**config.mk**
```make
export PLATFORM = sky130hd
export DESIGN_NAME = task_frame_reorder
export DESIGN_NICKNAME = d
export VERILOG_FILES = /design/src/rtl/task_frame_reorder.sv
export SDC_FILE = /design/constraint.sdc
export NUM_CORES = 1
export LEC_CHECK = 0
export BUFFER_PORTS_ARGS = -buffer_cell sky130_fd_sc_hd__buf_2
export CORE_AREA = 2 2 215 217
export CTS_BUF_LIST = sky130_fd_sc_hd__clkbuf_2
export DETAILED_ROUTE_END_ITERATION = 6
export DIE_AREA = 0 0 217 219
export HOLD_SLACK_MARGIN = 0.03
export SLEW_MARGIN = 20
export SYNTH_ARGS = -nofsm -noshare
export SYNTH_HDL_FRONTEND = slang
export SYNTH_SLANG_ARGS = --single-unit
```
**constraint.sdc**
```tcl
create_clock -name i_clk -period 9 [get_ports i_clk]
set_input_delay 0.9 -clock i_clk [delete_from_list [all_inputs] [get_ports i_clk]]
set_output_delay 0.9 -clock i_clk [all_outputs]
set_load 0.01 [all_outputs]
```
**src/rtl/task_frame_reorder.sv**
```systemverilog
// ---------------------------------------------------------------------------
// task_frame_reorder
//
// Collects one framed input burst (i_first..i_last) into a local buffer. It
// then replays the burst forward or reversed. In the sum modes it appends a
// trailer word that holds the modulo-2^TASK_OUTPUT_WIDTH sum of the frame.
// Any input word that cannot be accepted is reported on o_drop.
//
// Ports
//   i_clk    : clock
//   i_rst    : asynchronous, active-high reset
//   i_valid  : input word valid
//   i_first  : first word of frame (qualified by i_valid)
//   i_last   : last word of frame (qualified by i_valid)
//   i_data   : input word, TASK_INPUT_WIDTH bits
//   i_mode   : replay mode, latched on an accepted first word
//              0 forward, 1 reverse, 2 forward+sum, 3 reverse+sum
//   o_valid  : output word valid
//   o_last   : final output word of the frame
//   o_data   : output word, TASK_OUTPUT_WIDTH bits (holds when o_valid=0)
//   o_busy   : high while a frame is being filled or replayed
//   o_drop   : one-cycle pulse per discarded input word or aborted frame
// ---------------------------------------------------------------------------
module task_frame_reorder #(
    parameter int TASK_INPUT_WIDTH  = 16,
    parameter int TASK_OUTPUT_WIDTH = 16,
    parameter int MAX_FRAME_LEN     = 16
) (
    input  logic                         i_clk,
    input  logic                         i_rst,
    input  logic                         i_valid,
    input  logic                         i_first,
    input  logic                         i_last,
    input  logic [TASK_INPUT_WIDTH-1:0]  i_data,
    input  logic [1:0]                   i_mode,
    output logic                         o_valid,
    output logic                         o_last,
    output logic [TASK_OUTPUT_WIDTH-1:0] o_data,
    output logic                         o_busy,
    output logic                         o_drop
);

    localparam int CW = $clog2(MAX_FRAME_LEN + 1);
    localparam int AW = (MAX_FRAME_LEN > 1) ? $clog2(MAX_FRAME_LEN) : 1;
    localparam int OW = TASK_OUTPUT_WIDTH;

    localparam logic [1:0] ST_IDLE  = 2'd0;
    localparam logic [1:0] ST_FILL  = 2'd1;
    localparam logic [1:0] ST_DRAIN = 2'd2;
    localparam logic [1:0] ST_SUM   = 2'd3;

    localparam logic [CW-1:0] LEN_MAX = CW'(MAX_FRAME_LEN);
    localparam logic [CW-1:0] LEN_ONE = CW'(1);

    // Input word converted to output width: zero-extend or keep the LSBs.
    logic [OW-1:0] in_ext;
    if (OW >= TASK_INPUT_WIDTH) begin : g_widen
        assign in_ext = OW'(i_data);
    end else begin : g_narrow
        assign in_ext = i_data[OW-1:0];
    end

    logic [1:0]    state_q, state_d;
    logic [CW-1:0] len_q, len_d;
    logic [OW-1:0] sum_q, sum_d;
    logic [1:0]    mode_q, mode_d;
    logic [CW-1:0] rd_cnt_q, rd_cnt_d;     // words read from the buffer
    logic [CW-1:0] out_cnt_q, out_cnt_d;   // words driven on the output
    logic          rd_vld_q, rd_vld_d;     // rd_data_q holds a word to emit
    logic          valid_q, valid_d;
    logic          last_q, last_d;
    logic [OW-1:0] data_q, data_d;
    logic          drop_q, drop_d;

    logic          take_first;
    logic          wr_en;
    logic [AW-1:0] wr_addr;
    logic [AW-1:0] rd_addr;
    logic [CW-1:0] rev_idx;

    logic [OW-1:0] mem [MAX_FRAME_LEN];
    logic [OW-1:0] rd_data_q;

    // Read address: forward walks 0..len-1, reverse walks len-1..0.
    assign rev_idx = len_q - LEN_ONE - rd_cnt_q;
    assign rd_addr = mode_q[0] ? rev_idx[AW-1:0] : rd_cnt_q[AW-1:0];

    always_comb begin
        // NOTE: every signal gets a default before the case, so that no path
        // leaves it unassigned. A path with no assignment would infer a latch.
        state_d    = state_q;
        len_d      = len_q;
        sum_d      = sum_q;
        mode_d     = mode_q;
        rd_cnt_d   = rd_cnt_q;
        out_cnt_d  = out_cnt_q;
        rd_vld_d   = 1'b0;
        valid_d    = 1'b0;
        last_d     = 1'b0;
        data_d     = data_q;
        drop_d     = 1'b0;
        wr_en      = 1'b0;
        wr_addr    = len_q[AW-1:0];
        take_first = 1'b0;

        case (state_q)
            ST_IDLE: begin
                if (i_valid) begin
                    if (i_first) take_first = 1'b1;
                    else         drop_d     = 1'b1;
                end
            end

            ST_FILL: begin
                if (i_valid) begin
                    if (i_first) begin
                        // Restart: the partial frame is abandoned.
                        drop_d     = 1'b1;
                        take_first = 1'b1;
                    end else if (len_q == LEN_MAX) begin
                        // Overflow: abort. The remainder of the frame drops in IDLE.
                        drop_d  = 1'b1;
                        state_d = ST_IDLE;
                    end else begin
                        wr_en = 1'b1;
                        len_d = len_q + LEN_ONE;
                        sum_d = sum_q + in_ext;
                        if (i_last) state_d = ST_DRAIN;
                    end
                end
            end

            ST_DRAIN: begin
                drop_d = i_valid;
                // Stage 1: issue the buffer read for the next word.
                if (rd_cnt_q != len_q) begin
                    rd_vld_d = 1'b1;
                    rd_cnt_d = rd_cnt_q + LEN_ONE;
                end
                // Stage 2: drive the word read on the previous cycle.
                if (rd_vld_q) begin
                    valid_d   = 1'b1;
                    data_d    = rd_data_q;
                    out_cnt_d = out_cnt_q + LEN_ONE;
                    if (out_cnt_q == len_q - LEN_ONE) begin
                        if (mode_q[1]) begin
                            state_d = ST_SUM;
                        end else begin
                            last_d  = 1'b1;
                            state_d = ST_IDLE;
                        end
                    end
                end
            end

            ST_SUM: begin
                drop_d  = i_valid;
                valid_d = 1'b1;
                data_d  = sum_q;
                last_d  = 1'b1;
                state_d = ST_IDLE;
            end

            default: state_d = ST_IDLE;
        endcase

        // A first word is treated the same way from IDLE and from FILL.
        if (take_first) begin
            wr_en     = 1'b1;
            wr_addr   = '0;
            len_d     = LEN_ONE;
            sum_d     = in_ext;
            mode_d    = i_mode;
            rd_cnt_d  = '0;
            out_cnt_d = '0;
            state_d   = i_last ? ST_DRAIN : ST_FILL;
        end
    end

    // NOTE: sequential state uses non-blocking assignments only. Every
    // register then sees the values from before the edge, whatever order
    // the statements are written in.
    always_ff @(posedge i_clk or posedge i_rst) begin
        if (i_rst) begin
            state_q   <= ST_IDLE;
            len_q     <= '0;
            sum_q     <= '0;
            mode_q    <= '0;
            rd_cnt_q  <= '0;
            out_cnt_q <= '0;
            rd_vld_q  <= 1'b0;
            valid_q   <= 1'b0;
            last_q    <= 1'b0;
            data_q    <= '0;
            drop_q    <= 1'b0;
        end else begin
            state_q   <= state_d;
            len_q     <= len_d;
            sum_q     <= sum_d;
            mode_q    <= mode_d;
            rd_cnt_q  <= rd_cnt_d;
            out_cnt_q <= out_cnt_d;
            rd_vld_q  <= rd_vld_d;
            valid_q   <= valid_d;
            last_q    <= last_d;
            data_q    <= data_d;
            drop_q    <= drop_d;
        end
    end

    // NOTE: the buffer and its read register have no reset. Their contents
    // are qualified by len_q and rd_vld_q, so leaving out the reset keeps the
    // buffer mappable onto plain RAM.
    always_ff @(posedge i_clk) begin
        if (wr_en)    mem[wr_addr] <= in_ext;
        if (rd_vld_d) rd_data_q    <= mem[rd_addr];
    end

    assign o_valid = valid_q;
    assign o_last  = last_q;
    assign o_data  = data_q;
    assign o_drop  = drop_q;
    assign o_busy  = (state_q != ST_IDLE);

endmodule

```
==> results of run 1 <==
## cells in the final DEF (no fill, tap or decap), types with 3 or more instances in the layout
master      n
edfxtp_1  272
clkbuf_2  112
mux4_2     78
dfrtp_1    55
nand2_1    52
buf_2      42
a21oi_1    33
o21ai_0    31
nor2_1     30
clkinv_1   30
ha_1       26
buf_4      26
xor2_1     20
mux2i_1    20
inv_1      13
xnor2_1    13
nor2_2     12
nand4_1     8
nand3_1     7
and3_1      6
clkinv_2    6
nor2b_1     4
nand2b_1    4
nor3_1      4
nor3_2      4
o21a_1      4
o211ai_1    3
a31oi_1     3
o22ai_1     3
a41oi_1     3
a211oi_1    3
o31ai_1     3
## cells in the mapped netlist (4+ instances only)
master	number	area, sq um
mux2i_1	20	200.2
ha_1	26	325.3
o21a_1	4	30.03
mux4_2	78	1757
buf_2	8	40.04
nor2_1	42	157.7
nand3_1	7	35.03
nand4_1	8	50.05
nor2b_1	4	25.02
edfxtp_1	272	8168
and3_1	6	37.54
o31ai_1	4	30.03
inv_1	14	52.55
xor2_1	20	175.2
nand2_1	52	195.2
dfrtp_1	55	1376
buf_6	8	90.09
a21oi_1	34	170.2
nand2b_1	4	25.02
clkbuf_1	18	67.56
xnor2_1	13	113.9
o21ai_0	31	155.2
nor3_1	7	35.03
## power breakdown
part	switching [mW]	leakage, nW	internal, mW
Clock	0.596	0.554	0.371
Combinational	1.04	1.87	1.05
Sequential	0.150	3.14	1.87
Total	1.79	5.56	3.30
## critical path: cells and delay by family, from the launching register on
family,cells,cell delay [ns]
fa+ha+maj,2,0.91
buf+inv,2,0.90
mux,2,0.89
flops,1,0.54
simple gates,1,0.09
compound gates,1,0.09
## layout make-up
cell class / count / area, sq um
clock inverters: 39 / 183.9
diodes: 2 / 5.005
flip-flops and latches: 327 / 9544
well taps: 600 / 750.7
fillers: 4303 / 29370
repair buffers: 69 / 432.9
multi-input cells: 416 / 4189
clock buffers: 112 / 560.5
inverters: 14 / 52.55
## metal layers
metal	share of wire [%]	routed length [um]	vias to the layer above
met5	0.025	8	-
met4	1.6	497	2
met3	7.6	2413	46
met2	49	15740	243
met1	41	13160	3849
li1	-	-	3444
## metrics by stage
step | total power, mW | hold WS, ns
floorplan | 3.673 | 0.4909
global placement | 4.122 | 0.4583
detailed placement | 4.190 | 0.4674
CTS | 5.180 | 0.1113
global route | 5.440 | 0.1534
finish | 5.085 | 0.1970
## cells by family after synthesis
kind of cell | Yosys count
flip-flops | 327
AND/OR/NAND/NOR | 141
AO/OA/AOI/OAI | 108
multiplexers | 103
buffers and inverters | 52
XOR/XNOR | 36
adder cells (fa/ha/maj) | 28
## worst max-delay path by stage
stage	from	to	slack, ns	cells after the start
after floorplan	len_q[0]$_DFFE_PP0P_	mem[1][0]$_DFFE_PP_	5.58	8
after global placement	mode_q[0]$_DFFE_PP0P_	rd_data_q[11]$_DFFE_PP_	5.27	4
final	len_q[0]$_DFFE_PP0P_	rd_data_q[8]$_DFFE_PP_	5.23	8
after detailed placement	len_q[0]$_DFFE_PP0P_	rd_data_q[11]$_DFFE_PP_	5.25	8
after global routing	len_q[0]$_DFFE_PP0P_	rd_data_q[0]$_DFFE_PP_	5.09	8
after CTS	len_q[0]$_DFFE_PP0P_	rd_data_q[0]$_DFFE_PP_	5.16	8
## registers in the layout (all words and copies together), names as in the netlist
name / flops
out_cnt_q: 5
mode_q: 2
sum_q: 16
o_data: 16
rd_data_q: 16
len_q: 5
o_last: 1
rd_cnt_q: 5
state_q: 2
o_valid: 1
mem: 256
rd_vld_q: 1
o_drop: 1
==> results.ini, run 1 <==
[place]
portBuffers=42
dpl.cell_count=1426
dp_hpwl_um=18030
post-place-ws_ns=5.250
globalplace.congestion=0.8025
placed_area_sq_um=14970

[pwr]
ir_drop_mv=0.3288
power_leakage_nw=5.561
power_density_nw_per_um2=323.5

[worst_setup_path]
cpMostUsedCell=mux4_2
critPathSlowestCell=buf_4
reg2reg_slack_ns=5.23
crit_arrival_ns=4.36
start_kind=flop
path_max_fanout=64
path_cells=inv_1 -> ha_1 -> fa_1 -> nand2_1 -> o21ai_4 -> buf_4 -> mux4_2 -> mux4_2
r2r-start=len_q[0]$_DFFE_PP0P_
end_kind=flop
worst_r2r_path_depth=8
required_ns=9.59
worstReg2RegEnd=rd_data_q[8]$_DFFE_PP_
crit_type=reg2reg
max_stage_delay_ns=0.74

[floorplan]
die_area_sq_um=47520
die_x_um=217
ios=43
core_area_sq_um=45090
initial_core_util_pct=30.86
num_rows=78
chipHeight_um=219

[detailed_routing]
drc_errors=0
drt_iter0_markers=571
wl_um=31820
via_per_inst=4.803
wl_per_cell_um=20.15
firstDrtPassIters=4
ant_nets=0
vias=7584

[global_routing]
antenna_found_initial=2
top_usage_layer=met2
grtUsageMet2_pct=22.62
grt_pass1_wl_um=47890
grt.met1_usage_pct=17.04
grtUsageTotal_pct=13.59
overflow=0
grt_pass1_vias=7919
grtUsageMet3_pct=3.922
grt_max_degree=65

[synth]
synth_nets=846
yosysSeqAreaShare_pct=68.60
yosys_warnings=0
ys_async_sr_fraction_pct=16.82
ys_seq_elements=327
synth-xor-area-share_pct=2.608
synthDistinctLibCells=62
yosys.area_share.adder_pct=2.626
synth_edf_count=272
synth_simple_gate_area_share_pct=4.704
ys.flop_type=edfxtp_1
synth.area.mux_share_pct=14.70
netlist_area_sq_um=13910
syn_avg_cell_area_sq_um=17.50
synth_top_family_by_area=multiplexers
synth-compound-area-share_pct=4.821
synth_cells=795

[finish]
final_area_sq_um=15720
final_core_util_pct=34.86
final_layout_size_suffix_gt1_share_pct=30.60
area_growth_pct=12.99
fin_nets=963
fin_cells=1579

[timing]
rsz0062_at_grt=false
slew-limit-headroom_pct=28.50
period_share_pct=41.91
worst_slack_ns=5.228
hold_viol=0
setup_viol=0
tightestPinTransition_ns=1.073
clock_skew_ns=0.06323
fin_tns_setup_ns=0
period_needed_ns=3.772
max_freq_mhz=265.1
final_max_slew_viol_count=0

[status]
status=complete, no violations

[clocking]
cts_setup_buffers=0
ctsResizeCount=0
insertion_delay_ns=0.91
clk_pin_slew_ns=0.10
cts_tree=yes
postCtsHoldBufs=0
cts_max_level=3
cts_buffer_depth=3
cts-root-buf=clkbuf_2
cts_sinks=327
numCtsBuffers=84

[run]
maxCapViolCount=0

[worst_hold_path]
hp-class=in2async

No activity file was read; power rests on OpenSTA's default activity.
==> run 2, diff against run 1 <==
==> constraint.sdc (replaced) <==
create_clock -name i_clk -period 3.6 [get_ports i_clk]
set_input_delay 0.36 -clock i_clk [delete_from_list [all_inputs] [get_ports i_clk]]
set_output_delay 0.36 -clock i_clk [all_outputs]
set_load 0.01 [all_outputs]
==> run 2 against run 1 <==
Clock power increased by 150%. Combinational power increased to 2.6 times the previous value. Clock skew decreased by 0.0040 ns. Worst setup slack got worse by 4.8 ns. Register-to-register slack got worse by 4.8 ns. Routed wire length increased by 1.3%. Design area increased by 2.6%. Critical endpoint is now rd_data_q[12]$_DFFE_PP_. Largest cell class unchanged. Highest routed layer is now met4.
==> results.ini, run 2 (synthesized netlist as in run 1, its figures left out) <==
[detailed_routing]
wl_um=32230  ; was 31820 um
firstDrtPassIters=5  ; was 4
vias=7808  ; was 7584
via_per_inst=4.832  ; was 4.803
drc_errors=0  ; unchanged
drt_iter0_markers=542  ; was 571
ant_nets=0  ; unchanged
wl_per_cell_um=19.94  ; was 20.15 um

[clocking]
insertion_delay_ns=0.89  ; was 0.91 ns
ctsResizeCount=0  ; unchanged
cts_buffer_depth=3  ; unchanged
clk_pin_slew_ns=0.12  ; was 0.10 ns
cts_sinks=327  ; unchanged
cts-root-buf=clkbuf_2  ; unchanged
cts_max_level=3  ; unchanged
cts_tree=yes  ; unchanged
numCtsBuffers=82  ; was 84

[global_routing]
antenna_found_initial=2  ; unchanged
grt_max_degree=45  ; was 65
overflow=0  ; unchanged
grt_pass1_vias=8236  ; was 7919
grtUsageTotal_pct=13.91  ; was 13.59%
grt_pass1_wl_um=49360  ; was 47890 um

[worst_setup_path]
end_kind=flop  ; unchanged
required_ns=4.19  ; was 9.59 ns
path_max_fanout=29  ; was 64
start_kind=flop  ; unchanged
crit_arrival_ns=3.74  ; was 4.36 ns
crit_type=reg2reg  ; unchanged

[timing]
max_freq_mhz=317.4  ; was 265.1 MHz
slew-limit-headroom_pct=45.00  ; was 28.50%
period_needed_ns=3.150  ; was 3.772 ns
worst_slack_ns=0.4497  ; was 5.228 ns
final_max_slew_viol_count=0  ; unchanged
tightestPinTransition_ns=0.8241  ; was 1.073 ns
hold_viol=0  ; unchanged
clock_skew_ns=0.05923  ; was 0.06323 ns
period_share_pct=87.51  ; was 41.91%
rsz0062_at_grt=false  ; unchanged
setup_viol=0  ; unchanged
fin_tns_setup_ns=0  ; unchanged

[finish]
final_common_cell=edfxtp_1  ; unchanged
ff_latch_area_sq_um=9544  ; unchanged
layout_common_cells=edfxtp_1, clkbuf_2, mux4_2  ; unchanged
area_growth_pct=15.96  ; was 12.99%
multi_input_comb_area_sq_um=4189  ; unchanged
top_register=mem  ; unchanged
nFillCells=4314  ; was 4303
fin_nets=1005  ; was 963
final_layout_size_suffix_gt1_share_pct=31.95  ; was 30.60%
final_area_sq_um=16130  ; was 15720 sq um
largest_register_ffs=256  ; unchanged
final_core_util_pct=35.78  ; was 34.86%

[place]
dp_hpwl_um=20230  ; was 18030 um
placed_area_sq_um=15150  ; was 14970 sq um
post-place-ws_ns=0.4803  ; was 5.250 ns
portBuffers=42  ; unchanged
globalplace.congestion=0.7820  ; was 0.8025

[worst_hold_path]
hp-class=in2async  ; unchanged

[run]
maxCapViolCount=0  ; unchanged

[floorplan]
die_area_sq_um=47520  ; unchanged
die_x_um=217  ; unchanged
core_area_sq_um=45090  ; unchanged
chipHeight_um=219  ; unchanged
initial_core_util_pct=30.86  ; unchanged
num_rows=78  ; unchanged
ios=43  ; unchanged

[pwr]
power_leakage_nw=5.770  ; was 5.561 nW
power_density_nw_per_um2=803.2  ; was 323.5 nW/um^2
ir_drop_mv=0.4436  ; was 0.3288 mV
power_mw=12.96  ; was 5.085 mW

[status]
status=complete, no violations  ; unchanged

==> run 2: per-layer routing <==
layer  wire (um)  share of wire, %  GRT usage [%]
met1       14190                44          17.95
met4         595               1.8          4.635
met2       15710                49          22.90
met5           0                 0              0
met3        1739               5.4          3.562
==> run 2: path summary, 6_finish.rpt <==
| path | start | to | slack, ns | depth (start not counted) |
|---|---|---|---|---|
| max in group asynchronous | i_rst | o_valid$_DFF_PP0_ | 2.76 | 4 |
| worst max-delay path | len_q[0]$_DFFE_PP0P_ | rd_data_q[12]$_DFFE_PP_ | 0.45 | 8 |
| worst max register to register | len_q[0]$_DFFE_PP0P_ | rd_data_q[12]$_DFFE_PP_ | 0.45 | 8 |
| min in group i_clk | i_data[0] | mem[14][0]$_DFFE_PP_ | 0.40 | 2 |
| worst min-delay path | i_rst | sum_q[13]$_DFFE_PP0P_ | 0.15 | 3 |
| worst min register to register | o_data[10]$_DFFE_PP0P_ | o_data[10]$_DFFE_PP0P_ | 0.48 | 2 |
==> run 2: through the flow <==
step	instances	hold WS, ns
finish	1616	0.1473
global route	1616	0.1447
CTS	1614	0.1760
detailed placement	1445	0.4670
global placement	1445	0.4571
floorplan	795	0.4589
==> run 2: area by class of cell <==
| type | count | share of cell area (%) |
|---|---|---|
| clock buffers | 115 | 3.568 |
| repair buffers | 113 | 5.382 |
| diodes | 2 | 0.03102 |
| clock inverters | 29 | 0.9074 |
| flip-flops and latches | 327 | 59.16 |
| well taps | 600 | 4.653 |
| inverters | 14 | 0.3335 |
| multi-input cells | 416 | 25.97 |
==> run 2: worst max-delay path, stage by stage (launching register included) <==
cell and delay (ns):
dfrtp_1 0.40, inv_1 0.13, ha_1 0.31, fa_1 0.50
nand2_1 0.08, o21ai_4 0.31, buf_12 0.28, mux4_2 0.33
mux4_2 0.47
==> run 2: power breakdown <==
part | switching [mW] | internal, mW
sequential | 0.324 | 4.67
clock | 1.47 | 0.936
combinational | 2.75 | 2.80
==> run 2: repair_timing <==
action	4_1_cts	5_1_grt
hold buffers	25	0
hold endpoints to repair	322	0
buffers inserted	0	0
